===== src/rtl/lector_tarjeta.sv =====
// lector_tarjeta: card-reader front end.
//
// Debounces the card-slot sensor, shifts in the card's serial PIN field
// (MSB first) and presents it to the automatic cashier. Waits for the cashier
// to signal completion, then drives the eject motor. It re-arms only after the
// slot has emptied.
//
// Optional feature macro: LECTOR_PARIDAD_EN
//   When defined, one extra even-parity bit is read after the PIN bits. A
//   parity mismatch leaves `pin` untouched, sets `error_lectura` and ejects the
//   card.
//
// Ports:
//   clk              in   system clock, all state changes on the rising edge
//   reset            in   asynchronous, active-low reset
//   sensor_tarjeta   in   card present in slot
//   dato_serie       in   serial card data, MSB first
//   dato_valido      in   one-cycle strobe qualifying dato_serie
//   fin              in   cashier: transaction complete
//   tarjeta_recibida out  card read and pin valid (Moore, ENTREGAR)
//   pin              out  captured PIN (registered)
//   expulsar         out  eject-motor command (Moore, EXPULSAR)
//   error_lectura    out  sticky read-failure flag (registered)
//   estado           out  current FSM state, for debug and checkers
//
// Handshake with the cashier: tarjeta_recibida rises and stays high, with pin
// stable, for as long as the FSM is in ENTREGAR. A single cycle of fin sampled
// high there ends the transaction: on the next cycle tarjeta_recibida is low
// and expulsar is high. fin is ignored in every other state.

module lector_tarjeta #(
  parameter int unsigned N_BITS          = 16,
  parameter int unsigned DEBOUNCE_CYCLES = 4,
  parameter int unsigned TIMEOUT_CYCLES  = 1000
) (
  input  logic              clk,
  input  logic              reset,
  input  logic              sensor_tarjeta,
  input  logic              dato_serie,
  input  logic              dato_valido,
  input  logic              fin,
  output logic              tarjeta_recibida,
  output logic [N_BITS-1:0] pin,
  output logic              expulsar,
  output logic              error_lectura,
  output logic [2:0]        estado
);

  localparam int DEB_W = $clog2(DEBOUNCE_CYCLES) + 1;
  localparam int TMO_W = $clog2(TIMEOUT_CYCLES) + 1;
  localparam int BIT_W = $clog2(N_BITS) + 1;

`ifdef LECTOR_PARIDAD_EN
  localparam int unsigned N_READ = N_BITS + 1;
`else
  localparam int unsigned N_READ = N_BITS;
`endif

  typedef enum logic [2:0] {
    IDLE     = 3'd0,
    DEBOUNCE = 3'd1,
    LEER     = 3'd2,
    ENTREGAR = 3'd3,
    EXPULSAR = 3'd4
  } state_t;

  state_t state, next_state;

  logic [DEB_W-1:0]  deb_cnt;
  logic [TMO_W-1:0]  tmo_cnt;
  logic [BIT_W-1:0]  bit_cnt;
  logic [N_BITS-1:0] shift_reg;

  logic deb_done;
  logic tmo_done;
  logic last_bit;
  logic parity_ok;
  logic [N_BITS-1:0] capture;

  always_comb begin
    deb_done = (deb_cnt == DEB_W'(DEBOUNCE_CYCLES - 1));
    tmo_done = (tmo_cnt == TMO_W'(TIMEOUT_CYCLES - 1));
    last_bit = dato_valido && (bit_cnt == BIT_W'(N_READ - 1));
`ifdef LECTOR_PARIDAD_EN
    // The shift register already holds all PIN bits when the parity bit
    // arrives; even parity means the parity bit equals the XOR of the PIN.
    parity_ok = ((^shift_reg) == dato_serie);
    capture   = shift_reg;
`else
    parity_ok = 1'b1;
    capture   = {shift_reg[N_BITS-2:0], dato_serie};
`endif
  end

  // State register
  always_ff @(posedge clk or negedge reset) begin
    if (!reset) begin
      state <= IDLE;
    end else begin
      state <= next_state;
    end
  end

  // Next-state logic
  always_comb begin
    next_state = state;
    case (state)
      IDLE: begin
        if (sensor_tarjeta) next_state = DEBOUNCE;
      end
      DEBOUNCE: begin
        if (!sensor_tarjeta) next_state = IDLE;
        else if (deb_done)   next_state = LEER;
      end
      LEER: begin
        // Card removal beats a completing bit, which beats the timeout.
        if (!sensor_tarjeta) next_state = IDLE;
        else if (last_bit)   next_state = parity_ok ? ENTREGAR : EXPULSAR;
        else if (tmo_done)   next_state = EXPULSAR;
      end
      ENTREGAR: begin
        if (fin)                  next_state = EXPULSAR;
        else if (!sensor_tarjeta) next_state = IDLE;
      end
      EXPULSAR: begin
        if (!sensor_tarjeta) next_state = IDLE;
      end
      default: next_state = IDLE;
    endcase
  end

  // Moore outputs
  always_comb begin
    tarjeta_recibida = (state == ENTREGAR);
    expulsar         = (state == EXPULSAR);
    estado           = state;
  end

  // Datapath: counters, shift register, captured PIN and sticky error flag.
  always_ff @(posedge clk or negedge reset) begin
    if (!reset) begin
      deb_cnt       <= '0;
      tmo_cnt       <= '0;
      bit_cnt       <= '0;
      shift_reg     <= '0;
      pin           <= '0;
      error_lectura <= 1'b0;
    end else begin
      case (state)
        IDLE: begin
          // The error flag stays visible while idle and is cleared only when
          // a new card starts debouncing.
          if (sensor_tarjeta) begin
            error_lectura <= 1'b0;
            deb_cnt       <= '0;
          end
        end
        DEBOUNCE: begin
          if (sensor_tarjeta) begin
            if (deb_done) begin
              bit_cnt   <= '0;
              tmo_cnt   <= '0;
              shift_reg <= '0;
            end else begin
              deb_cnt <= deb_cnt + DEB_W'(1);
            end
          end
        end
        LEER: begin
          if (!sensor_tarjeta) begin
            error_lectura <= 1'b1;
          end else if (last_bit) begin
            if (parity_ok) pin <= capture;
            else           error_lectura <= 1'b1;
          end else if (tmo_done) begin
            error_lectura <= 1'b1;
          end else begin
            // Timeout counts every cycle in LEER, strobes or not.
            tmo_cnt <= tmo_cnt + TMO_W'(1);
            if (dato_valido) begin
              shift_reg <= {shift_reg[N_BITS-2:0], dato_serie};
              bit_cnt   <= bit_cnt + BIT_W'(1);
            end
          end
        end
        default: begin
        end
      endcase
    end
  end

endmodule

===== config.mk =====
export PLATFORM = sky130hd
export DESIGN_NAME = lector_tarjeta
export DESIGN_NICKNAME = d
export VERILOG_FILES = /design/src/rtl/lector_tarjeta.sv
export SDC_FILE = /design/constraint.sdc
export NUM_CORES = 1
export LEC_CHECK = 0
export ABC_CLOCK_PERIOD_IN_PS = 3300
export CORE_MARGIN = 3
export CORE_UTILIZATION = 30
export DETAILED_ROUTE_END_ITERATION = 10
export PLACE_DENSITY = 0.49
export SETUP_SLACK_MARGIN = 0.2
export SYNTH_ARGS = -nofsm -noshare
export SYNTH_HDL_FRONTEND = slang
export SYNTH_SLANG_ARGS = --single-unit

===== constraint.sdc =====
create_clock -name clk -period 3.3 [get_ports clk]
set_clock_uncertainty 0.1 [all_clocks]
set_input_delay 0.66 -clock clk [delete_from_list [all_inputs] [get_ports clk]]
set_output_delay 0.66 -clock clk [all_outputs]
set_load 0.03 [all_outputs]

# Word level (Yosys, flattened, before mapping)
# Cells that the tools add are included.
# Widths: inputs -> output; s select.
[op_classes]
muxes = 38
n_eq_ne = 19
n_addsub = 3
n_reduce_logical = 11
[ops]
columns = ["cell", "n"]
rows = [
  ["$mux 15", 6],
  ["$mux 11", 5],
  ["$mux 3", 11],
  ["$mux 5", 6],
  ["$pmux 15 s2", 1],
  ["$pmux 11 s2", 1],
  ["$ne 2x2->1 const B", 8],
  ["$pmux 3 s5", 1],
  ["$add 11x1->11 const B", 1],
  ["$eq 11x10->1 const B", 1],
  ["$pmux 5 s2", 1],
  ["$eq 3x2->1 const B", 3],
  ["$ne 3x3->1 const B", 3],
  ["$reduce_and 4->1", 2],
  ["$reduce_and 7->1", 1],
  ["$pmux 3 s2", 1],
  ["$reduce_and 3->1", 2],
  ["$reduce_and 6->1", 1],
  ["$reduce_bool 2->1", 3],
  ["$add 5x1->5 const B", 1],
  ["$eq 5x4->1 const B", 1],
  ["$mux 1", 4],
  ["$ne 4x4->1 const B", 1],
  ["$add 3x1->3 const B", 1],
  ["other kinds (5)", 5],
]
[word_totals]
inputBits = 6
output_inout_bits = 22
register_bits = 54

# Longest topological paths before layout
# Gate-level depths: netlist of the first run.
[logic_depth]
word_depth = 6
ltp_mapped = 9

# Worst setup path before layout of the first run
# OpenSTA, ideal clock, no wires.
[synth_path]
path_kind = "reg-to-reg"
start = "register bit_cnt[0]"
end = "register bit_cnt[2]"
setup_time_ps = 95
stages_incl_launch_ff = 9
path_slack_ps = 942
arrival_time_ps = 2163
t_required_ps = 3105
path_cell_list = "dfrtp_1 ha_1 and3_1 ha_1 nand4bb_1 a2111o_1 or2_1 buf_2 o31ai_1"
[synth_via]
elab_chain_cells = 6
word_cells_on_any_way = 10
cone_classes = "1 x add/sub; 2 x eq/ne; 5 x mux; 2 x reduce/logical"
[synth_rtl]
columns = ["item", "line", "rtl"]
rows = [
  ["from (decl)", "71", "logic [BIT_W-1:0] bit_cnt;"],
  ["from (signal assigned)", "182", "bit_cnt <= bit_cnt + BIT_W'(1);"],
  ["$add 5x1->5", "182", ""],
  ["$mux 5", "180", "if (dato_valido) begin"],
  ["$mux 5", "175", "end else if (tmo_done) begin"],
  ["$mux 5", "172", "end else if (last_bit) begin"],
  ["$mux 5", "170", "if (!sensor_tarjeta) begin"],
  ["$pmux 5 s2", "149", "case (state)"],
]
# Parallel ways exist; a longest one is shown, timed or not. The select of a mux whose other input is x is not followed.
# A chain may end at the register's enable or synchronous reset.

# Worst setup path after layout of the first run
[layout_path]
start = "register state[2] (netlist: estado[2])"
end = "output expulsar"
[layout_via]
elab_chain_cells = 1
[layout_rtl]
columns = ["item", "line", "rtl"]
rows = [
  ["from (decl)", "67", "state_t state, next_state;"],
  ["from (signal assigned)", "100", "state <= next_state;"],
  ["$eq 3x3->1", "135", "expulsar = (state == EXPULSAR);"],
  ["to (decl)", "44", "output logic expulsar,"],
]
# No other way between the ends.

==> impl_results.md, run 1 <==
- CTS buffer count: 5
- Post-Synthesis Net Count: 272
- CP Capture Type: output port
- Share of the yosys chip area belonging to registers: 50.1%
- Placeable Area: 0.00846 sq mm
- Overall die area: 0.0102 sq mm
- Primary flip-flop cell chosen by synthesis mapping: sky130_fd_sc_hd__dfrtp_1
- Global Route Usage Sum: 11.9%
- Slew at the pin closest to its max-slew limit: 670 ps
- Total power after layout: 1870 uW
- Number of setup buffers added after CTS: 0
- Remaining number of nets flagged by the antenna check after routing: 0
- Adder-cell share of the synthesized area: 2.32%
- Reg-to-reg critical path startpoint: bit_cnt[0]
- Clock root cell: sky130_fd_sc_hd__clkbuf_8
- Endpoint of the worst register-to-register path: bit_cnt[2]
- Setup CP Type: reg -> out
- Result of the run: completed
- Unique masters post-synth: 47
- Setup TNS after final layout: 0 ps
- Number of iterations in the first detailed-routing pass: 4
- Count of cells along the worst register-to-register path: 7
- Number of enable-type register cells in the synthesized netlist: 0
- CTS tree: yes
- Max Root-Sink Buffers: 2
- Wire length per cell: 14.7 microns
- Area growth, synth to finish: 16.1%
- Mux share of post-synthesis cell area: 7.10%
- Post-layout instance count excluding filler cells: 389
- Placed cell count: 381
- Unrepaired setup endpoints after global routing: no
- Classification of the worst-slack hold path: in -> async
- Cell breakdown of the critical path: inv_1 -> nor3_1 -> clkdlybuf4s50_1
- Flip-flop count of the largest register after layout: 16
- Critical Path Start Type: register
- Worst endpoint data arrival time: 1960 ps
- Peak clock frequency supported by timing: 0.367 GHz
- Horiz. Die Dim: 101 microns
- Max-slew violation count: 0
- CP required: 2540 ps
- Seq cells post-synth: 54
- Num Clock Sinks: 54
- Aggregate global routing overflow: 0
- Port Buffer Count: 27
- Die Span Y: 101 microns
- Leakage power: 0.00130 uW
- First-pass GRT wire length: 9930 microns
- Power per unit of standard cell area: 597 mW/mm^2
- Slew margin rel.: 55.4%
- H-tree Lvls: 2
- Worst IR drop on VDD: 0.302 mV
- Number of diodes added for antenna fixing: 0
- Boundary pin count: 28
- Top library cells by usage in the layout, fill and taps aside: sky130_fd_sc_hd__dfrtp_1 (54), sky130_fd_sc_hd__o21ai_0 (38), sky130_fd_sc_hd__clkdlybuf4s50_1 (26)
- Max Cap Violations: 0
- Period utilisation layout: 82.5%
- Antenna violations before repair: 0
- Tmin final: 2720 ps
- Initial cell density of the core: 31.9%
- Worst-skew pair later-pin latency: 310 ps
- Final weighted congestion in routability-driven placement: 0.786
- Compound-Gate Fraction of Synth Area: 17.2%
- Number of placement rows: 33
- Final #Nets: 294
- Total vias in the final route: 2020
- Parity-gate share of the synthesized area counting xor and xnor cells: 0%
- Synth warnings: 0
- Count of final setup violators: 0
- Via/cell ratio: 5.19
- Mapped Avg Cell Area: 10.3 sq um
- Number of global-route vias before repair: 1988
- Standard cell with the maximum stage delay on the critical path: sky130_fd_sc_hd__clkdlybuf4s50_1
- Family of cells with the greatest summed delay on the critical path: buffers and inverters
- Biggest cell delay along the critical path: 730 ps
- HPWL Detailed: 3750 microns
- Setup slack of the most critical reg-to-reg path: 660 ps
- CP bufs+invs: 2
- Post-Synth Simple-Gate Area: 16.8%
- Pin count of the biggest net entering global routing: 26
- Share of layout cells above drive strength 1: 14.1%
- Main combinational cell family by area after synthesis: compound AO/OA/AOI/OAI gates
- Number of cells on the critical path: 3
- Fraction of registers with async set/reset: 100%
- DRC violation count after routing: 0
- Cts-stage hold buffer count: 0
- Clk pin slew, worst setup/hold paths: 100 ps
- Maximum net fanout on the critical path: 9
- Gate count of the mapped netlist: 261
- Total count of hold-check failures in the final report: 0
- Commonest non-fill, non-tap cell in the layout: sky130_fd_sc_hd__dfrtp_1
- Netlist area before placement: 0.00270 sq mm
- Number of gates resized after cts: 0
- Post-detailed-routing wire length: 5710 microns
- Iter 0 DRT Violations: 41
==> through the flow <==
| step | hold WS (ps) | setup WS, ps | area, sq um | utilization [%] |
|---|---|---|---|---|
| after floorplan | 264 | 942 | 2700 | - |
| after global placement | 384 | 640 | 3030 | 35.8 |
| after detailed placement | 374 | 605 | 3030 | 35.8 |
| after CTS | 171 | 546 | 3130 | 37.0 |
| after global routing | 177 | 386 | 3130 | 37.0 |
| final | 168 | 577 | 3130 | 37.0 |
==> synth_stat cells (all sizes together) (2+ instances only) <==
master	count	share of area (%)
a21oi	3	0.56
a221oi	2	0.88
a22o	2	0.65
a31oi	9	2.1
and2	2	0.46
and3	3	0.70
buf	11	3.2
clkbuf	9	1.3
dfrtp	54	50
ha	5	2.3
inv	14	1.9
mux2	17	7.1
nand2	20	2.8
nand2b	2	0.46
nand3	17	3.5
nand4	2	0.46
nand4bb	2	0.84
nor2	4	0.56
nor2b	2	0.46
nor3	8	1.9
nor3b	3	0.84
nor4	3	1.3
o211ai	6	1.7
o21ai	38	7.1
o221ai	2	0.65
o31ai	5	1.4
or3	3	0.70
==> how the worst max path moves through the flow <==
stage	startpoint	endpoint	slack, ps
after floorplan	bit_cnt[0]	bit_cnt[2]	940
after global placement	dato_valido	bit_cnt[2]	640
after detailed placement	sensor_tarjeta	bit_cnt[2]	600
after CTS	estado[2]	expulsar	550
after global routing	estado[2]	expulsar	390
final	estado[2]	expulsar	580
==> report_power, final <==
part           total, uW  internal (uW)  switching [uW]
sequential           893            759             134
combinational        568            236             332
clock                406            174             233
==> layout make-up <==
cell class,count,area (sq um)
Multi-Input combinational cell,173,1170
Clock inverter,2,16.3
Fill cell,850,5340
Inverter,14,52.6
Timing Repair Buffer,35,325
Tap cell,105,131
Sequential cell,54,1350
Clock buffer,6,82.6
==> per-layer routing <==
layer	up-vias	part of all wire (%)	track usage [%]
li1	1000	-	-
met1	993	49	16.9
met2	25	47	18.4
met3	2	3.3	2.77
met4	0	0.54	3.11
met5	-	0	0
==> cell families after synthesis <==
family | after synthesis
compound gates | 74
mux | 17
buf+inv | 34
simple gates | 77
flops | 54
fa+ha+maj | 5
No activity file was read; power rests on OpenSTA's default activity.
==> inputs of run 2 (changes only) <==
ABC_CLOCK_PERIOD_IN_PS = 2200   (was 3300)
PLACE_DENSITY = 0.5   (was 0.49)
clock period = 2.2 ns   (was 3.3 ns; I/O delays follow)
==> impl_results.md, run 2 (synthesis results as in run 1) <==
- Slew margin rel.: 78.8% (+23 points)
- DRC violation count after routing: 0 (unchanged)
- Clk pin slew, worst setup/hold paths: 110 ps (about the same)
- Number of cells on the critical path: 8 (+5)
- Fill cell total of the finished layout: 835 (-1.8%)
- Count of final setup violators: 12 (+12)
- Critical Path Start Type: register
- Total area of multi-input combinational cells: 0.00128 sq mm (+9.4%)
- Number of placement rows: 33 (unchanged)
- Max-slew violation count: 0 (unchanged)
- Unrepaired setup endpoints after global routing: yes
- Reg-to-reg critical path startpoint: bit_cnt[1]
- Peak clock frequency supported by timing: 0.432 GHz
- Tmin final: 2320 ps
- Violated checks: setup timing
- Cts-stage hold buffer count: 0 (unchanged)
- Classification of the worst-slack hold path: in -> async
- Pin count of the biggest net entering global routing: 55 (+110%)
- Slew at the pin closest to its max-slew limit: 317 ps (-352 ps)
- Setup CP Type: reg -> reg
- Area growth, synth to finish: 28.8%
- Maximum net fanout on the critical path: 20 (+11)
- Wire length per cell: 14.8 microns (+0.76%)
- Cell breakdown of the critical path: ha_2 -> and3_4 -> ha_4 -> nand4bb_1 -> a2111o_1 -> buf_4 -> o21ai_0 -> o31ai_2
- Setup slack of the most critical reg-to-reg path: -120 ps (-780 ps)
- Horiz. Die Dim: 101 microns (unchanged)
- CTS buffer count: 5 (unchanged)
- Biggest cell delay along the critical path: 400 ps (-330 ps)
- Placement Cell Area: 0.00325 sq mm (+7.4%)
- Remaining number of nets flagged by the antenna check after routing: 0 (unchanged)
- Share of layout cells above drive strength 1: 28.4% (+14 points)
- Initial cell density of the core: 31.9% (unchanged)
- Count of cells along the worst register-to-register path: 8 (+1)
- Crit. Startpoint: bit_cnt[1]
- Total vias in the final route: 2177 (+7.8%)
- Setup TNS after final layout: -349 ps (-349 ps)
- Number of diodes added for antenna fixing: 0 (unchanged)
- CP required: 2280 ps (-260 ps)
- Family of cells with the greatest summed delay on the critical path: compound AO/OA/AOI/OAI gates
- Area used by sequential logic in the layout: 0.00135 sq mm (about the same)
- Worst IR drop on VDD: 0.370 mV (+22%)
- Flip-flop count of the largest register after layout: 16 (unchanged)
- Endpoint of the worst register-to-register path: bit_cnt[4]
- Aggregate global routing overflow: 0 (unchanged)
- Commonest non-fill, non-tap cell in the layout: sky130_fd_sc_hd__dfrtp_1
- CTS tree: yes
- Result of the run: finished, violations left
- Num Clock Sinks: 54 (unchanged)
- CP bufs+invs: 1 (-1)
- Standard cell with the maximum stage delay on the critical path: sky130_fd_sc_hd__dfrtp_1
- Max Cap Violations: 0 (unchanged)
- Overall die area: 0.0102 sq mm (unchanged)
- HPWL Detailed: 4040 microns (+7.6%)
- Number of global-route vias before repair: 2144 (+7.8%)
- Top library cells by usage in the layout, fill and taps aside: sky130_fd_sc_hd__dfrtp_1 (53), sky130_fd_sc_hd__buf_4 (30), sky130_fd_sc_hd__o21ai_0 (23)
- Port Buffer Count: 27 (unchanged)
- Total count of hold-check failures in the final report: 0 (unchanged)
- Post-route worst hold slack: 12.8 ps (-155 ps)
- Global Route Usage Sum: 12.7% (+0.73 points)
- Via/cell ratio: 5.25 (+1.0%)
- CP Capture Type: register
- Worst-skew pair later-pin latency: 300 ps (about the same)
- Die Span Y: 101 microns (unchanged)
- Leakage power: 0.00146 uW (+12%)
- First-pass GRT wire length: 10300 microns (+3.8%)
- Non-Filler Cell Area, Final: 0.00347 sq mm (+11%)
- Worst endpoint data arrival time: 2390 ps (+430 ps)
- Final weighted congestion in routability-driven placement: 0.766 (-2.5%)
- Placeable Area: 0.00846 sq mm (unchanged)
- Number of iterations in the first detailed-routing pass: 6 (+2)
- End point of the critical path: bit_cnt[4]
- Period utilisation layout: 105%
- Pre-CTS setup slack: -98.6 ps (-703 ps)
- H-tree Lvls: 2 (unchanged)
- Power per unit of standard cell area: 890 mW/mm^2 (+49%)
- Iter 0 DRT Violations: 63 (+54%)
- Antenna violations before repair: 0 (unchanged)
- Max Root-Sink Buffers: 2 (unchanged)
- Boundary pin count: 28 (unchanged)
- Final #Nets: 320 (+8.8%)
- Clock root cell: sky130_fd_sc_hd__clkbuf_8
- Post-detailed-routing wire length: 6140 microns (+7.5%)
- Setup slack after layout: -115 ps (-693 ps)
run 2: cell count changes in the layout (fill, tap and decap cells not counted), sizes merged:
cell	change
clkinv	+1
nand3	+1
clkdlybuf4s15	+1
clkdlybuf4s50	-5
bufinv	+1
dlygate4sd2	+3
clkbuf	-1
buf	+26
clkinvlp	-1
run 2: metrics by stage:
stage	instances	total power (uW)	util, %
after floorplan	261	1990	-
after global placement	403	2340	38.4
after detailed placement	403	2350	38.4
after CTS	415	3100	40.4
after global routing	415	3320	41.0
final	415	3090	41.0
run 2: worst min path at each step:
stage / startpoint / end / slack (ps)
after floorplan: reset / bit_cnt[0] / 40
after global placement: reset / pin[11] / 370
after detailed placement: reset / pin[10] / 370
after CTS: reset / pin[11] / 20
after global routing: reset / pin[11] / 20
final: reset / pin[14] / 10
run 2: cell type report:
type / count / area share, %
clock inverter: 3 / 1.37
tap: 105 / 3.78
timing repair buffer: 60 / 15.6
sequential: 54 / 38.9
clock buffer: 5 / 1.98
inverter: 14 / 1.51
multi-input combinational: 174 / 36.9
run 2: layer usage:
| layer | wire (microns) | global-route usage, % |
|---|---|---|
| met1 | 2890 | 17.0 |
| met5 | 0 | 0 |
| met3 | 216 | 2.77 |
| met4 | 56 | 3.63 |
| met2 | 2980 | 20.5 |
run 2: where the power goes:
part	switching [uW]	internal, uW	total (uW)
Combinational	624	485	1110
Clock	338	346	683
Sequential	158	1140	1300
run 2: repair_timing:
action	in CTS	in global routing
pin swaps	2	2
gates cloned	2	0
setup buffers	2	0
resized for setup	21	20
endpoints found under the setup margin	46	36
